<file path="src/rtl/pc_sequencer_if.sv">
// Fetch-side bundle between the core control logic and the PC sequencer.
interface pc_sequencer_if #(
  parameter int unsigned WIDTH = 32
);
  // Control from the core
  logic             stall;
  logic             exception;
  logic             branch;
  logic             zero;
  logic [WIDTH-1:0] immed;
  logic             jump;
  logic [25:0]      jump_index;
  logic             jump_reg;
  logic [WIDTH-1:0] reg_target;
  logic             call;
  logic             ret;
  // Status back to the core; *_c are combinational
  logic [WIDTH-1:0] pc;
  logic [WIDTH-1:0] pc_plus4_c;
  logic             redirect;
  logic             ras_empty;
  logic             ras_full;
  logic             misaligned_c;

  modport master (
    output stall, exception, branch, zero, immed, jump, jump_index,
           jump_reg, reg_target, call, ret,
    input  pc, pc_plus4_c, redirect, ras_empty, ras_full, misaligned_c
  );

  modport slave (
    input  stall, exception, branch, zero, immed, jump, jump_index,
           jump_reg, reg_target, call, ret,
    output pc, pc_plus4_c, redirect, ras_empty, ras_full, misaligned_c
  );
endinterface

</file>
<file path="src/rtl/pc_sequencer.sv">
// Program-counter sequencer with branch/jump/jr/exception redirect and a
// circular return-address stack for call/return prediction.
module pc_sequencer #(
  parameter int unsigned     WIDTH      = 32,
  parameter logic [WIDTH-1:0] RESET_PC   = WIDTH'(32'h0000_0000),
  parameter logic [WIDTH-1:0] EXC_VECTOR = WIDTH'(32'h8000_0180),
  parameter int unsigned     RAS_DEPTH  = 4
) (
  input  logic         clk,
  input  logic         rst,
  pc_sequencer_if.slave bus
);

  localparam int unsigned PTR_W = $clog2(RAS_DEPTH);
  localparam int unsigned CNT_W = PTR_W + 1;

  logic [WIDTH-1:0] pc_q, pc_d;
  logic             redirect_q, redirect_d;
  logic [WIDTH-1:0] ras_q [RAS_DEPTH];
  logic [WIDTH-1:0] ras_d [RAS_DEPTH];
  logic [PTR_W-1:0] top_q, top_d;
  logic [CNT_W-1:0] cnt_q, cnt_d;

  logic [WIDTH-1:0] pc_plus4;
  logic [WIDTH-1:0] reg_aligned;
  logic             ras_empty;
  logic             ras_full;
  logic             misaligned;
  logic             pop_valid;

  // Link value, word-aligned register target and stack status
  always_comb begin
    pc_plus4    = pc_q + WIDTH'(4);
    reg_aligned = {bus.reg_target[WIDTH-1:2], 2'b00};
    ras_empty   = (cnt_q == '0);
    ras_full    = (cnt_q == CNT_W'(RAS_DEPTH));
    pop_valid   = bus.ret && !ras_empty;
  end

  // Next-PC selection and return-address stack update
  always_comb begin
    pc_d       = pc_plus4;
    redirect_d = 1'b0;
    misaligned = 1'b0;
    top_d      = top_q;
    cnt_d      = cnt_q;
    ras_d      = ras_q;

    if (bus.exception) begin
      pc_d       = EXC_VECTOR;
      redirect_d = 1'b1;
    end else if (bus.stall) begin
      pc_d = pc_q;
    end else begin
      if (pop_valid) begin
        pc_d       = ras_q[top_q];
        redirect_d = 1'b1;
      end else if (bus.ret || bus.jump_reg) begin
        pc_d       = reg_aligned;
        redirect_d = 1'b1;
        misaligned = |bus.reg_target[1:0];
      end else if (bus.jump) begin
        pc_d       = {pc_plus4[WIDTH-1:28], bus.jump_index, 2'b00};
        redirect_d = 1'b1;
      end else if (bus.branch && bus.zero) begin
        pc_d       = pc_plus4 + (bus.immed << 2);
        redirect_d = 1'b1;
      end

      // A call that also returns swaps the top entry in place
      if (pop_valid && bus.call) begin
        ras_d[top_q] = pc_plus4;
      end else if (pop_valid) begin
        top_d = top_q - PTR_W'(1);
        cnt_d = cnt_q - CNT_W'(1);
      end else if (bus.call && (bus.jump || bus.jump_reg)) begin
        top_d        = top_q + PTR_W'(1);
        ras_d[top_d] = pc_plus4;
        if (!ras_full) begin
          cnt_d = cnt_q + CNT_W'(1);
        end
      end
    end
  end

  // State registers
  always_ff @(posedge clk or posedge rst) begin
    if (rst) begin
      pc_q       <= RESET_PC;
      redirect_q <= 1'b0;
      top_q      <= '0;
      cnt_q      <= '0;
      for (int unsigned i = 0; i < RAS_DEPTH; i++) begin
        ras_q[i] <= '0;
      end
    end else begin
      pc_q       <= pc_d;
      redirect_q <= redirect_d;
      top_q      <= top_d;
      cnt_q      <= cnt_d;
      ras_q      <= ras_d;
    end
  end

  assign bus.pc           = pc_q;
  assign bus.pc_plus4_c   = pc_plus4;
  assign bus.redirect     = redirect_q;
  assign bus.ras_empty    = ras_empty;
  assign bus.ras_full     = ras_full;
  assign bus.misaligned_c = misaligned;

endmodule

</file>
<file path="src/flat_wrapper.sv">
// flat-port wrapper written by rule: the top's interface ports become plain ports
module pc_sequencer_flat 
#(
  parameter int unsigned     WIDTH      = 32,
  parameter logic [WIDTH-1:0] RESET_PC   = WIDTH'(32'h0000_0000),
  parameter logic [WIDTH-1:0] EXC_VECTOR = WIDTH'(32'h8000_0180),
  parameter int unsigned     RAS_DEPTH  = 4
)
  (clk, rst, bus_stall, bus_exception, bus_branch, bus_zero, bus_immed, bus_jump, bus_jump_index, bus_jump_reg, bus_reg_target, bus_call, bus_ret, bus_pc, bus_pc_plus4_c, bus_redirect, bus_ras_empty, bus_ras_full, bus_misaligned_c);
  pc_sequencer_if #(.WIDTH(WIDTH)) bus_i ();
  input  logic clk;
  input  logic rst;
  input wire logic [$bits(bus_i.stall)-1:0] bus_stall;
  input wire logic [$bits(bus_i.exception)-1:0] bus_exception;
  input wire logic [$bits(bus_i.branch)-1:0] bus_branch;
  input wire logic [$bits(bus_i.zero)-1:0] bus_zero;
  input wire logic [$bits(bus_i.immed)-1:0] bus_immed;
  input wire logic [$bits(bus_i.jump)-1:0] bus_jump;
  input wire logic [$bits(bus_i.jump_index)-1:0] bus_jump_index;
  input wire logic [$bits(bus_i.jump_reg)-1:0] bus_jump_reg;
  input wire logic [$bits(bus_i.reg_target)-1:0] bus_reg_target;
  input wire logic [$bits(bus_i.call)-1:0] bus_call;
  input wire logic [$bits(bus_i.ret)-1:0] bus_ret;
  output wire logic [$bits(bus_i.pc)-1:0] bus_pc;
  output wire logic [$bits(bus_i.pc_plus4_c)-1:0] bus_pc_plus4_c;
  output wire logic [$bits(bus_i.redirect)-1:0] bus_redirect;
  output wire logic [$bits(bus_i.ras_empty)-1:0] bus_ras_empty;
  output wire logic [$bits(bus_i.ras_full)-1:0] bus_ras_full;
  output wire logic [$bits(bus_i.misaligned_c)-1:0] bus_misaligned_c;
  assign bus_i.stall = bus_stall;
  assign bus_i.exception = bus_exception;
  assign bus_i.branch = bus_branch;
  assign bus_i.zero = bus_zero;
  assign bus_i.immed = bus_immed;
  assign bus_i.jump = bus_jump;
  assign bus_i.jump_index = bus_jump_index;
  assign bus_i.jump_reg = bus_jump_reg;
  assign bus_i.reg_target = bus_reg_target;
  assign bus_i.call = bus_call;
  assign bus_i.ret = bus_ret;
  assign bus_pc = bus_i.pc;
  assign bus_pc_plus4_c = bus_i.pc_plus4_c;
  assign bus_redirect = bus_i.redirect;
  assign bus_ras_empty = bus_i.ras_empty;
  assign bus_ras_full = bus_i.ras_full;
  assign bus_misaligned_c = bus_i.misaligned_c;
  pc_sequencer #(.WIDTH(WIDTH), .RESET_PC(RESET_PC), .EXC_VECTOR(EXC_VECTOR), .RAS_DEPTH(RAS_DEPTH)) u_core (.clk(clk), .rst(rst), .bus(bus_i));
endmodule
</file>
<file path="config.mk">
export PLATFORM = sky130hd
export DESIGN_NAME = pc_sequencer_flat
export DESIGN_NICKNAME = d
export VERILOG_FILES = /design/src/rtl/pc_sequencer_if.sv /design/src/rtl/pc_sequencer.sv /design/src/flat_wrapper.sv
export SDC_FILE = /design/constraint.sdc
export NUM_CORES = 1
export LEC_CHECK = 0
export CAP_MARGIN = 20
export CORE_MARGIN = 2
export CORE_UTILIZATION = 45
export DETAILED_ROUTE_END_ITERATION = 16
export PLACE_DENSITY = 0.83
export REMOVE_ABC_BUFFERS = 1
export SLEW_MARGIN = 0
export SYNTH_ARGS = -nofsm -noshare
export SYNTH_HDL_FRONTEND = slang
export SYNTH_SLANG_ARGS = --single-unit
</file>
<file path="constraint.sdc">
create_clock -name clk -period 5 [get_ports clk]
set_input_delay 0.75 -clock clk [delete_from_list [all_inputs] [get_ports clk]]
set_output_delay 0.75 -clock clk [all_outputs]
set_load 0.1 [all_outputs]
</file>
=== Yosys cells after proc, flatten, opt, wreduce, memory -nomap -nowiden ===
Cells that the tools add are included.

* Add/subtract/negate cells: 6
* $lt $le $gt $ge: 4
* Eq/ne operators: 4
* Mux-type cells: 33
* Bitwise logic cells: 5
* Reduce and logical (&&, ||, !) cells: 16

{| class="wikitable"
|+ Operators with widths
! kind !! count
|-
| 128-bit 2-to-1 mux || 3
|-
| 32-bit 2-to-1 mux || 10
|-
| 128-bit bitwise mux || 2
|-
| 32-bit demux with 2-bit select || 2
|-
| 32-bit binary-select mux with 2-bit select || 1
|-
| 32-bit by 3-bit adder with 32-bit output (second input constant) || 1
|-
| 32-bit adder || 1
|-
| 1-bit 2-to-1 mux || 10
|-
| 3-bit 2-to-1 mux || 3
|-
| 4-bit AND reduction || 2
|-
| 3-bit greater-or-equal comparator (second input constant) || 2
|-
| 1-bit logical AND || 6
|-
| 3-bit by 1-bit less-than comparator with 1-bit output (second input constant) || 2
|-
| 2-bit NOT with 3-bit output || 2
|-
| 5-bit AND reduction || 1
|-
| 2-bit 2-to-1 mux || 2
|-
| 2-bit by 1-bit inequality test with 1-bit output (second input constant) || 2
|-
| 2-bit nonzero test || 2
|-
| 3-bit by 1-bit adder with 3-bit output (second input constant) || 1
|-
| 3-bit == test (second input constant) || 1
|-
| 3-bit zero test || 1
|-
| 1-bit NOT || 3
|-
| 3-bit by 1-bit subtractor with 3-bit output (second input constant) || 1
|-
| 2-bit by 1-bit adder with 2-bit output (second input constant) || 1
|-
| 5 further kinds || 6
|}

* Flip-flop bits (word level): 166
* Input port bits: 100
* Output and inout port bits: 68
* Word-level logic and storage cells: 76

=== Longest topological paths before layout ===
Gate-level depths: netlist (run 1).

* Depth after elaboration: 10
* Mapped depth: 17
* Gate-level depth less buffers: 16

=== Least setup slack after synthesis (run 1) ===
No wires, ideal clock.

* Kind: register to output
* Start point: reg u_core.cnt_q[0]
* End point: out bus_misaligned_c
* Data arrival time: 4.331 ns
* Data required time: 4.250 ns
* Setup slack: -0.081 ns
* Cell stages (with the launch flop): 7
* Path buffers: 1
* Path through: dfrtp_1 nor3_1 nand2b_1 buf_2 nand2_1 nor2_2 o21a_1

* Word-level cells in the longest chain between the ends: 6

{| class="wikitable"
|+ RTL lines
! item !! line !! text
|-
| from (decl) || pc_sequencer.sv:22 || <nowiki>logic [CNT_W-1:0] cnt_q, cnt_d;</nowiki>
|-
| from (signal assigned) || pc_sequencer.sv:100 || <nowiki>cnt_q <= cnt_d;</nowiki>
|-
| 3-bit zero test || pc_sequencer.sv:35 || <nowiki>ras_empty = (cnt_q == '0);</nowiki>
|-
| via bus_ras_empty || flat_wrapper.sv:27 || <nowiki>output wire logic [$bits(bus_i.ras_empty)-1:0] bus_ras_empty;</nowiki>
|-
| 1-bit zero test || pc_sequencer.sv:37 || <nowiki>pop_valid = bus.ret && !ras_empty;</nowiki>
|-
| 1-bit logical AND || pc_sequencer.sv:37 ||
|-
| 1-bit 2-to-1 mux || pc_sequencer.sv:55 || <nowiki>if (pop_valid) begin</nowiki>
|-
| 1-bit 2-to-1 mux || pc_sequencer.sv:52 || <nowiki>end else if (bus.stall) begin</nowiki>
|-
| 1-bit 2-to-1 mux || pc_sequencer.sv:49 || <nowiki>if (bus.exception) begin</nowiki>
|-
| to (decl) || flat_wrapper.sv:29 || <nowiki>output wire logic [$bits(bus_i.misaligned_c)-1:0] bus_misaligned_c;</nowiki>
|}

The timed path passes the listed nets, and every way through them passes these cells.

=== Worst setup path in the final report (run 1) ===
* Start point: reg u_core.pc_q[2] (netlist: u_core.bus.pc[2])
* End point: out bus_pc_plus4_c[30]

* Word-level cells in the longest chain between the ends: 1

{| class="wikitable"
|+ RTL lines
! item !! line !! text
|-
| from (decl) || pc_sequencer.sv:17 || <nowiki>logic [WIDTH-1:0] pc_q, pc_d;</nowiki>
|-
| from (signal assigned) || pc_sequencer.sv:97 || <nowiki>pc_q <= pc_d;</nowiki>
|-
| 32-bit by 3-bit adder with 32-bit output || pc_sequencer.sv:33 || <nowiki>pc_plus4 = pc_q + WIDTH'(4);</nowiki>
|-
| to (decl) || flat_wrapper.sv:25 || <nowiki>output wire logic [$bits(bus_i.pc_plus4_c)-1:0] bus_pc_plus4_c;</nowiki>
|}

No other way between the ends.

==> impl_metrics.env, run 1 <==
export IMPL_outcome="completed"
export IMPL_path_clk_slew_ns=0.07
export IMPL_switchingPower_mw=3.08
export IMPL_cts_tree="yes"
export IMPL_setup_tns_ns=0
export IMPL_area_growth_pct=24.5
export IMPL_synth_ff_type="dfrtp_1"
export IMPL_initialDrtViolationCount=870
export IMPL_critPathRequiredTime_ns=4.25
export IMPL_grt_use_total_pct=27.8
export IMPL_h_tree_depth=4
export IMPL_rsz0062_at_grt="false"
export IMPL_tightest_slew_ns=1.04
export IMPL_wl_per_cell_um=21.2
export IMPL_drt_total_wl_mm=33.2
export IMPL_grt_ovfl_total=0
export IMPL_root_buffer="clkbuf_16"
export IMPL_ys_async_sr_fraction_pct=100
export IMPL_synth_most_common_cell="a21oi_1"
export IMPL_synth_common_cells="a21oi_1 (175), dfrtp_1 (166), nor2_1 (164), nand2_1 (77), inv_1 (53)"
export IMPL_internal_power_mw=3.87
export IMPL_synth_area_per_cell_sq_um=9.27
export IMPL_path_cells="ha_1 > and4_4 > nand3_4 > or2_4 > nor3_4 > nand2_1 > xor2_1 > inv_1 > clkdlybuf4s50_1"
export IMPL_period_needed_ns=4.66
export IMPL_boundaryPins=168
export IMPL_ctsHoldBuffers=0
export IMPL_yosysTopAreaCellShare_pct=40.2
export IMPL_post_route_util_pct=57.0
export IMPL_post_cts_resized=0
export IMPL_post_cts_setup_buffers=0
export IMPL_clkPwrFrac_pct=18.7
export IMPL_postRouteAntennaNets=0
export IMPL_synth_cell_types=89
export IMPL_synth_area_leaders="dfrtp_1 (40%), a21oi_1 (8.5%), mux4_2 (6.7%)"
export IMPL_grt_max_degree=97
export IMPL_yosysWarnings=0
export IMPL_rows=55
export IMPL_drc=0
export IMPL_grt_pass1_wl_mm=51.8
export IMPL_pwr_share_comb_pct=47.7
export IMPL_cts_inserted_buffers=17
export IMPL_port_buffers=165
export IMPL_p_seq_share_pct=33.6
export IMPL_worstSkewPairLatency_ns=0.43
export IMPL_pwr_density_cell_mw_per_mm2=540
export IMPL_synth_seq_area_share_pct=40.2
export IMPL_crit_path_end_kind="output port"
export IMPL_grt_pass1_vias=9399
export IMPL_synth_edf_count=0
export IMPL_clock_sink_count=166
export IMPL_die_height_um=156
export IMPL_fmax_ghz=0.215
export IMPL_setup_viol=0
export IMPL_vias_per_cell=6.17
export IMPL_clockBufferDepth=2
export IMPL_slew_viol_final=0
export IMPL_drive_above_1_share_pct=12.4
export IMPL_skew_ns=0.00898
export IMPL_core_area_sq_mm=0.0226
export IMPL_hold_violations=0
export IMPL_die_area_sq_mm=0.0242
export IMPL_crit_type="reg -> out"
export IMPL_die_x_um=156
export IMPL_slew_headroom_pct=30.3
export IMPL_worst_path_buf_inv=2
export IMPL_cp_slowest_cell="clkdlybuf4s50_1"
export IMPL_ys_ff_latch=166
export IMPL_hpwl_mm=24.1
export IMPL_start_util_pct=45.8
export IMPL_fin_crit_sh_pct=93.2
export IMPL_worstPathArrival_ns=3.91
export IMPL_start_kind="flip-flop"
export IMPL_yosysTopAreaCell="dfrtp_1"
export IMPL_syn_inst=1116
export IMPL_slowest_delay_ns=1.00
export IMPL_p_leak_nw=5.48
export IMPL_cp_top_family="buffers and inverters"
export IMPL_antenna_found_initial=0
export IMPL_antennaDiodeCount=0
export IMPL_ir_worst_vdd_uv=285
export IMPL_maxCapViolCount=0
export IMPL_nNetsFinal=1407
export IMPL_swShare_pct=44.3
export IMPL_first_pass_iters=5
export IMPL_cp_max_fo=9
export IMPL_place_gp_congestion=0.916
export IMPL_worstHoldPathType="reg -> reg"
export IMPL_vias=9657
export IMPL_synth_area_sq_mm=0.0103
## cell type report
class,count,area [sq um]
Clock inverter,12,118
Sequential cell,166,4160
Inverter,55,211
Multi-Input combinational cell,831,5710
Tap cell,285,357
Clock buffer,20,457
Fill cell,1934,9700
Timing Repair Buffer,195,1870
## sequential cells by signal (all words and copies together) (netlist names)
register and count:
u_core.cnt_q 3, u_core.top_q 2, u_core.bus.redirect 1, u_core.ras_q 128, u_core.bus.pc 32
## worst register-to-register path: stages (launching register included)
cell	delay, ns
dfrtp_1	0.55
ha_1	0.27
and4_4	0.28
nand3_4	0.12
or2_4	0.29
nor2_1	0.14
xnor2_1	0.30
inv_1	0.14
ha_1	0.48
and4_1	0.31
o2111a_1	0.23
a211oi_1	0.07
a211oi_2	0.37
o2111ai_1	0.29
a211o_1	0.33
o2111ai_1	0.09
nor2_1	0.07
## metal layers
metal  GRT usage, %  wire, um  share of wire [%]  vias to the layer above
li1               -         -                  -                     4316
met1           37.0     13200                 40                     4735
met2           44.7     15800                 48                      515
met3           6.19      3080                9.3                       91
met4           10.8      1170                3.5                        0
met5              0         0                  0                        -
## cell families after synthesis
kind of cell	share of synthesized area, %
AOI/OAI and AO/OA	20.6
xor gates and xnor gates	4.11
adders and majority gates	5.10
buffers and inverters	5.00
DFF	40.2
muxes	8.83
and+or+nand+nor	16.1
## power by group through the flow
| stage | Combinational, mW | Clock, mW | Sequential (mW) |
|---|---|---|---|
| after floorplan | 2.11 | 0 | 2.61 |
| after global placement | 3.20 | 0 | 2.30 |
| after detailed placement | 3.28 | 0 | 2.34 |
| after CTS | 3.30 | 1.30 | 2.32 |
| after global routing | 3.56 | 1.36 | 2.40 |
| final | 3.32 | 1.30 | 2.34 |
## through the flow
stage / power, mW / hold WS, ns / instance area, sq um / cells / setup slack (ns)
4_1_cts: 6.92 / 0.503 / 12900 / 1564 / 0.376
2_1_floorplan: 4.72 / 0.464 / 10000 / 1052 / -1.43
6_report: 6.95 / 0.506 / 12900 / 1564 / 0.338
3_3_place_gp: 5.50 / 0.484 / 12300 / 1532 / 0.763
5_1_grt: 7.32 / 0.510 / 12900 / 1564 / 0.138
3_5_place_dp: 5.62 / 0.491 / 12300 / 1532 / 0.713
## worst paths after layout
kind	start	to	slack [ns]	depth (start not counted)
setup / recovery	u_core.bus.pc[2]$_DFFE_PP0P_	bus_pc_plus4_c[30]	0.34	9
hold / removal	u_core.ras_q[34]$_DFFE_PP0P_	u_core.ras_q[34]$_DFFE_PP0P_	0.51	1
setup reg to reg	u_core.bus.pc[2]$_DFFE_PP0P_	u_core.bus.pc[31]$_DFFE_PP0P_	0.56	16
hold reg to reg	u_core.ras_q[34]$_DFFE_PP0P_	u_core.ras_q[34]$_DFFE_PP0P_	0.51	1
max in group asynchronous	rst	u_core.cnt_q[1]$_DFFE_PP0P_	3.22	3
min in group asynchronous	rst	u_core.ras_q[33]$_DFFE_PP0P_	0.88	2
## cell usage in the layout (no fill, tap or decap), drive strengths merged, types with 4 or more instances in the layout
master,count
a211o,4
a211oi,16
a21boi,5
a21o,10
a21oi,177
a221oi,6
a22o,5
a22oi,5
a31oi,6
and2,4
and3,6
and4,9
buf,39
clkbuf,20
clkdlybuf4s50,156
clkinv,5
dfrtp,166
ha,39
inv,58
mux2,15
mux4,32
nand2,77
nand2b,5
nand3,29
nand4,11
nor2,166
nor3,24
o2111ai,5
o211ai,15
o21a,8
o21ai,42
o21bai,5
o221ai,5
o31ai,6
or2,6
or3,6
xnor2,27
xor2,19
Note: power is estimated with default switching activity, not from simulation.
==> run 2, diff against run 1 <==
HOLD_SLACK_MARGIN = 0.02   (was default)
SETUP_SLACK_MARGIN = 0.4   (was default)
==> impl_metrics.env, run 2 (same netlist as run 1, synthesis figures left out) <==
export IMPL_port_buffers=165
export IMPL_nNetsFinal=1407
export IMPL_fin_crit_sh_pct=87.4
export IMPL_grt_use_total_pct=27.8
export IMPL_cts_inserted_buffers=17
export IMPL_timing_rr_end="u_core.bus.pc[31]$_DFFE_PP0P_"
export IMPL_slew_headroom_pct=30.2
export IMPL_internal_power_mw=3.87
export IMPL_hold_violations=0
export IMPL_postPlaceCellArea_sq_mm=0.0123
export IMPL_hold_path_end="u_core.ras_q[34]$_DFFE_PP0P_"
export IMPL_p_leak_nw=5.48
export IMPL_crit_path_end_kind="output port"
export IMPL_cp_max_fo=7
export IMPL_rsz0062_at_grt="false"
export IMPL_hold_depth=1
export IMPL_post_route_util_pct=57.1
export IMPL_largest_register="u_core.ras_q"
export IMPL_slowest_delay_ns=1.00
export IMPL_pwr_density_cell_mw_per_mm2=540
export IMPL_rows=55
export IMPL_worstHoldStart="u_core.ras_q[34]$_DFFE_PP0P_"
export IMPL_grt_pass1_vias=9399
export IMPL_swShare_pct=44.4
export IMPL_worstSkewPairLatency_ns=0.43
export IMPL_h_tree_depth=4
export IMPL_setup_tns_ns=0
export IMPL_cts_tree="yes"
export IMPL_post_cts_setup_buffers=0
export IMPL_clockBufferDepth=2
export IMPL_layout_commonest_cell="a21oi_1"
export IMPL_path_cells="and4_4 > nand4_4 > nor4_4 > nand4_1 > xor2_1 > inv_1 > clkdlybuf4s50_1"
export IMPL_fin_area_sq_mm=0.0129
export IMPL_largest_reg_flops=128
export IMPL_worstHoldPathType="reg -> reg"
export IMPL_crit_type="reg -> out"
export IMPL_tightest_slew_ns=1.04
export IMPL_period_needed_ns=4.37
export IMPL_outcome="completed"
export IMPL_place_gp_congestion=0.916
export IMPL_start_kind="flip-flop"
export IMPL_p_seq_share_pct=33.6
export IMPL_switchingPower_mw=3.09
export IMPL_start_util_pct=45.8
export IMPL_cp_slowest_cell="clkdlybuf4s50_1"
export IMPL_grt_ovfl_total=0
export IMPL_root_buffer="clkbuf_16"
export IMPL_die_height_um=156
export IMPL_grt_max_degree=97
export IMPL_core_area_sq_mm=0.0226
export IMPL_postRouteAntennaNets=0
export IMPL_clkPwrFrac_pct=18.7
export IMPL_maxCapViolCount=0
export IMPL_slew_viol_final=0
export IMPL_pwr_share_comb_pct=47.7
export IMPL_antennaDiodeCount=0
export IMPL_mostFrequentLayoutCells="a21oi_1 (173), nor2_1 (164), dfrtp_1 (164), clkdlybuf4s50_1 (155), nand2_1 (77)"
export IMPL_place_inst=1532
export IMPL_initialDrtViolationCount=871
export IMPL_r2r_slack_ns=0.67
export IMPL_vias=9656
export IMPL_drt_total_wl_mm=33.3
export IMPL_wl_per_cell_um=21.3
export IMPL_die_x_um=156
export IMPL_grt_pass1_wl_mm=51.8
export IMPL_setup_viol=0
export IMPL_r2r_start="u_core.bus.pc[2]$_DFFE_PP0P_"
export IMPL_place_ws_ns=0.713
export IMPL_clock_sink_count=166
export IMPL_vias_per_cell=6.17
export IMPL_path_clk_slew_ns=0.07
export IMPL_antenna_found_initial=0
export IMPL_critPathRequiredTime_ns=4.25
export IMPL_hpwl_mm=24.1
export IMPL_skew_ns=0.00890
export IMPL_layoutNonFillerInstCount=1564
export IMPL_ir_worst_vdd_uv=285
export IMPL_reg2reg_depth=16
export IMPL_die_area_sq_mm=0.0242
export IMPL_worstPathArrival_ns=3.62
export IMPL_drive_above_1_share_pct=12.6
export IMPL_boundaryPins=168
export IMPL_first_pass_iters=5
export IMPL_fin_ws_ns=0.628
export IMPL_fmax_ghz=0.229
export IMPL_area_growth_pct=24.5
export IMPL_drc=0
-- run 2: per-layer routing --
layer | vias to the layer above | part of all wire, % | routed length, um | track usage (%)
met5 | - | 0 | 0 | 0
met4 | 0 | 3.5 | 1180 | 10.8
met3 | 88 | 8.9 | 2980 | 6.19
met2 | 480 | 47 | 15800 | 44.7
met1 | 4766 | 40 | 13400 | 37.0
li1 | 4322 | - | - | -
-- run 2: final cells by class --
cell class / instances / area, sq um
Inverter: 55 / 211
Multi-Input combinational cell: 831 / 5720
Clock inverter: 12 / 118
Clock buffer: 20 / 457
Sequential cell: 166 / 4160
Timing Repair Buffer: 195 / 1870
Fill cell: 1934 / 9690
Tap cell: 285 / 357
-- run 2: worst max-delay path, delay by kind of cell, from the launching register on --
family        cells  cell delay (ns)
buf+inv           2             1.15
simple gates      4             1.06
flops             1             0.50
xor+xnor          1             0.47
-- run 2: metrics by stage --
step	hold WS, ns	power [mW]
6_report	0.505	6.96
5_1_grt	0.510	7.32
4_1_cts	0.503	6.92
3_5_place_dp	0.491	5.62
3_3_place_gp	0.484	5.50
2_1_floorplan	0.464	4.72
-- run 2: what timing repair did --
action / in CTS / in global routing
hold buffers: 0 / 0
resized for setup: 1 / 2
endpoints found under the setup margin: 1 / 5
-- run 2: worst max-delay path by stage --
| stage | slack (ns) | endpoint | startpoint | depth (start not counted) |
|---|---|---|---|---|
| global placement | 0.76 | u_core.bus.pc[31]$_DFFE_PP0P_ | u_core.bus.pc[2]$_DFFE_PP0P_ | 16 |
| detailed placement | 0.71 | u_core.bus.pc[31]$_DFFE_PP0P_ | u_core.bus.pc[2]$_DFFE_PP0P_ | 16 |
| floorplan | -1.43 | u_core.ras_q[64]$_DFFE_PP0P_ | u_core.cnt_q[0]$_DFFE_PP0P_ | 5 |
| CTS | 0.59 | bus_pc_plus4_c[29] | u_core.bus.pc[2]$_DFFE_PP0P_ | 7 |
| finish | 0.63 | bus_pc_plus4_c[29] | u_core.bus.pc[4]$_DFFE_PP0P_ | 7 |
| global route | 0.46 | u_core.bus.pc[31]$_DFFE_PP0P_ | u_core.bus.pc[3]$_DFFE_PP0P_ | 16 |
-- run 2: power groups by stage --
stage               registers, mW  logic (mW)  clock network [mW]
floorplan                    2.61        2.11                   0
global placement             2.30        3.20                   0
detailed placement           2.34        3.28                   0
CTS                          2.32        3.30                1.30
global route                 2.40        3.56                1.36
finish                       2.34        3.32                1.30
==> run 3, diff against run 2 <==
GPL_TIMING_DRIVEN = 0   (was default)
==> impl_metrics.env, run 3 (same netlist as run 1, synthesis figures left out) <==
export IMPL_outcome="completed"
export IMPL_crit_type="in -> out"
export IMPL_crit_path_end_kind="output port"
export IMPL_core_area_sq_mm=0.0226
export IMPL_die_height_um=156
export IMPL_maxCapViolCount=0
export IMPL_wl_per_cell_um=21.6
export IMPL_layout_commonest_cell="a21oi_1"
export IMPL_rsz0062_at_grt="true"
export IMPL_grt_pass1_wl_mm=52.1
export IMPL_ir_worst_vdd_uv=317
export IMPL_cts_inserted_buffers=17
export IMPL_h_tree_depth=4
export IMPL_drc=0
export IMPL_path_cells="clkdlybuf4s50_1 > or2_2 > nand2_1 > nor2_2 > o21a_1 > clkdlybuf4s15_2"
export IMPL_pwr_density_cell_mw_per_mm2=541
export IMPL_grt_pass1_vias=9599
export IMPL_fin_area_sq_mm=0.0130
export IMPL_boundaryPins=168
export IMPL_drt_total_wl_mm=33.4
export IMPL_die_area_sq_mm=0.0242
export IMPL_slew_headroom_pct=26.6
export IMPL_fin_crit_sh_pct=90.8
export IMPL_area_growth_pct=25.6
export IMPL_path_clk_slew_ns=0.07
export IMPL_critPathRequiredTime_ns=4.25
export IMPL_vias=9660
export IMPL_vias_per_cell=6.24
export IMPL_postPlaceCellArea_sq_mm=0.0124
export IMPL_cp_slowest_cell="clkdlybuf4s50_1"
export IMPL_worstSkewPairLatency_ns=0.43
export IMPL_layoutNonFillerInstCount=1547
export IMPL_place_ws_ns=-0.0582
export IMPL_grt_max_degree=120
export IMPL_die_x_um=156
export IMPL_slew_viol_final=0
export IMPL_postRouteAntennaNets=0
export IMPL_initialDrtViolationCount=1164
export IMPL_port_buffers=165
export IMPL_hold_depth=1
export IMPL_worstHoldPathType="reg -> reg"
export IMPL_clock_sink_count=166
export IMPL_antenna_found_initial=0
export IMPL_cp_max_fo=20
export IMPL_antennaDiodeCount=0
export IMPL_mostFrequentLayoutCells="a21oi_1 (173), nor2_1 (163), dfrtp_1 (163), clkdlybuf4s50_1 (161), nand2_1 (77)"
export IMPL_fmax_ghz=0.220
export IMPL_slowest_delay_ns=0.63
export IMPL_clockBufferDepth=2
export IMPL_hpwl_mm=23.1
export IMPL_rows=55
export IMPL_setup_tns_ns=0
export IMPL_p_leak_nw=5.48
export IMPL_ctsHoldBuffers=0
export IMPL_start_util_pct=45.8
export IMPL_post_cts_setup_buffers=0
export IMPL_skew_ns=0.0102
export IMPL_largest_reg_flops=128
export IMPL_first_pass_iters=8
export IMPL_period_needed_ns=4.54
export IMPL_fin_ws_ns=0.458
export IMPL_worstPathArrival_ns=3.79
export IMPL_largest_register="u_core.ras_q"
export IMPL_power_mw=7.03
export IMPL_place_gp_congestion=0.924
export IMPL_setup_viol=0
export IMPL_root_buffer="clkbuf_16"
export IMPL_grt_ovfl_total=0
export IMPL_grt_use_total_pct=27.8
export IMPL_place_inst=1514
export IMPL_nNetsFinal=1390
export IMPL_drive_above_1_share_pct=11.1
export IMPL_cts_tree="yes"
export IMPL_start_kind="input port"
export IMPL_tightest_slew_ns=1.09
export IMPL_reg2reg_depth=16
export IMPL_hold_violations=0
## run 3: cell count changes in the layout (fill, tap and decap cells not counted), sizes merged
cell	before	now
bufinv	1	2
clkdlybuf4s50	155	161
clkinvlp	3	2
clkdlybuf4s15	0	1
buf	39	12
clkinv	5	6
dlymetal6s2s	0	2
## run 3: what timing repair did
action                                  4_1_cts  5_1_grt
pin swaps                                     0        1
endpoints found under the setup margin        2       11
gates resized for setup                       4        7
gates cloned                                  0        0
hold endpoints to repair                      0        0
## run 3: final cells by class
cell class / instances / area, sq um
timing repair buffer: 178 / 1940
clock inverter: 13 / 149
fill: 1931 / 9580
sequential: 166 / 4160
clock buffer: 19 / 433
tap: 285 / 357
multi-input combinational: 831 / 5740
inverter: 55 / 214
## run 3: path summary, 6_finish.rpt
check,start,endpoint,slack [ns]
setup / recovery,bus_ret,bus_misaligned_c,0.46
hold / removal,u_core.cnt_q[2]$_DFFE_PP0P_,u_core.cnt_q[2]$_DFFE_PP0P_,0.50
setup reg to reg,u_core.bus.pc[2]$_DFFE_PP0P_,u_core.bus.pc[27]$_DFFE_PP0P_,0.56
hold reg to reg,u_core.cnt_q[2]$_DFFE_PP0P_,u_core.cnt_q[2]$_DFFE_PP0P_,0.50
max in group asynchronous,rst,u_core.top_q[1]$_DFFE_PP0P_,3.33
min in group asynchronous,rst,u_core.ras_q[0]$_DFFE_PP0P_,0.71
## run 3: critical path, delay by kind of cell
family / cells / cell delay [ns]
simple gates: 3 / 1.62
buf+inv: 2 / 1.18
compound gates: 1 / 0.22
## run 3: metrics by stage
stage	hold slack (ns)	utilization, %
4_1_cts	0.498	57.3
3_3_place_gp	0.484	53.3
3_5_place_dp	0.484	54.7
2_1_floorplan	0.464	-
6_report	0.498	57.5
5_1_grt	0.519	57.5
## run 3: metal layers
layer	vias up	routed length [um]	global-route usage, %
met5	-	0	0
met1	4735	13200	36.6
met4	0	1080	9.61
li1	4293	-	-
met2	539	16100	45.7
met3	93	3030	6.17
## run 3: report_power, final
group	switching (mW)	internal [mW]	leakage, nW
clock network	0.576	0.744	0.280
registers	0.452	1.89	2.03
logic	2.08	1.29	3.17
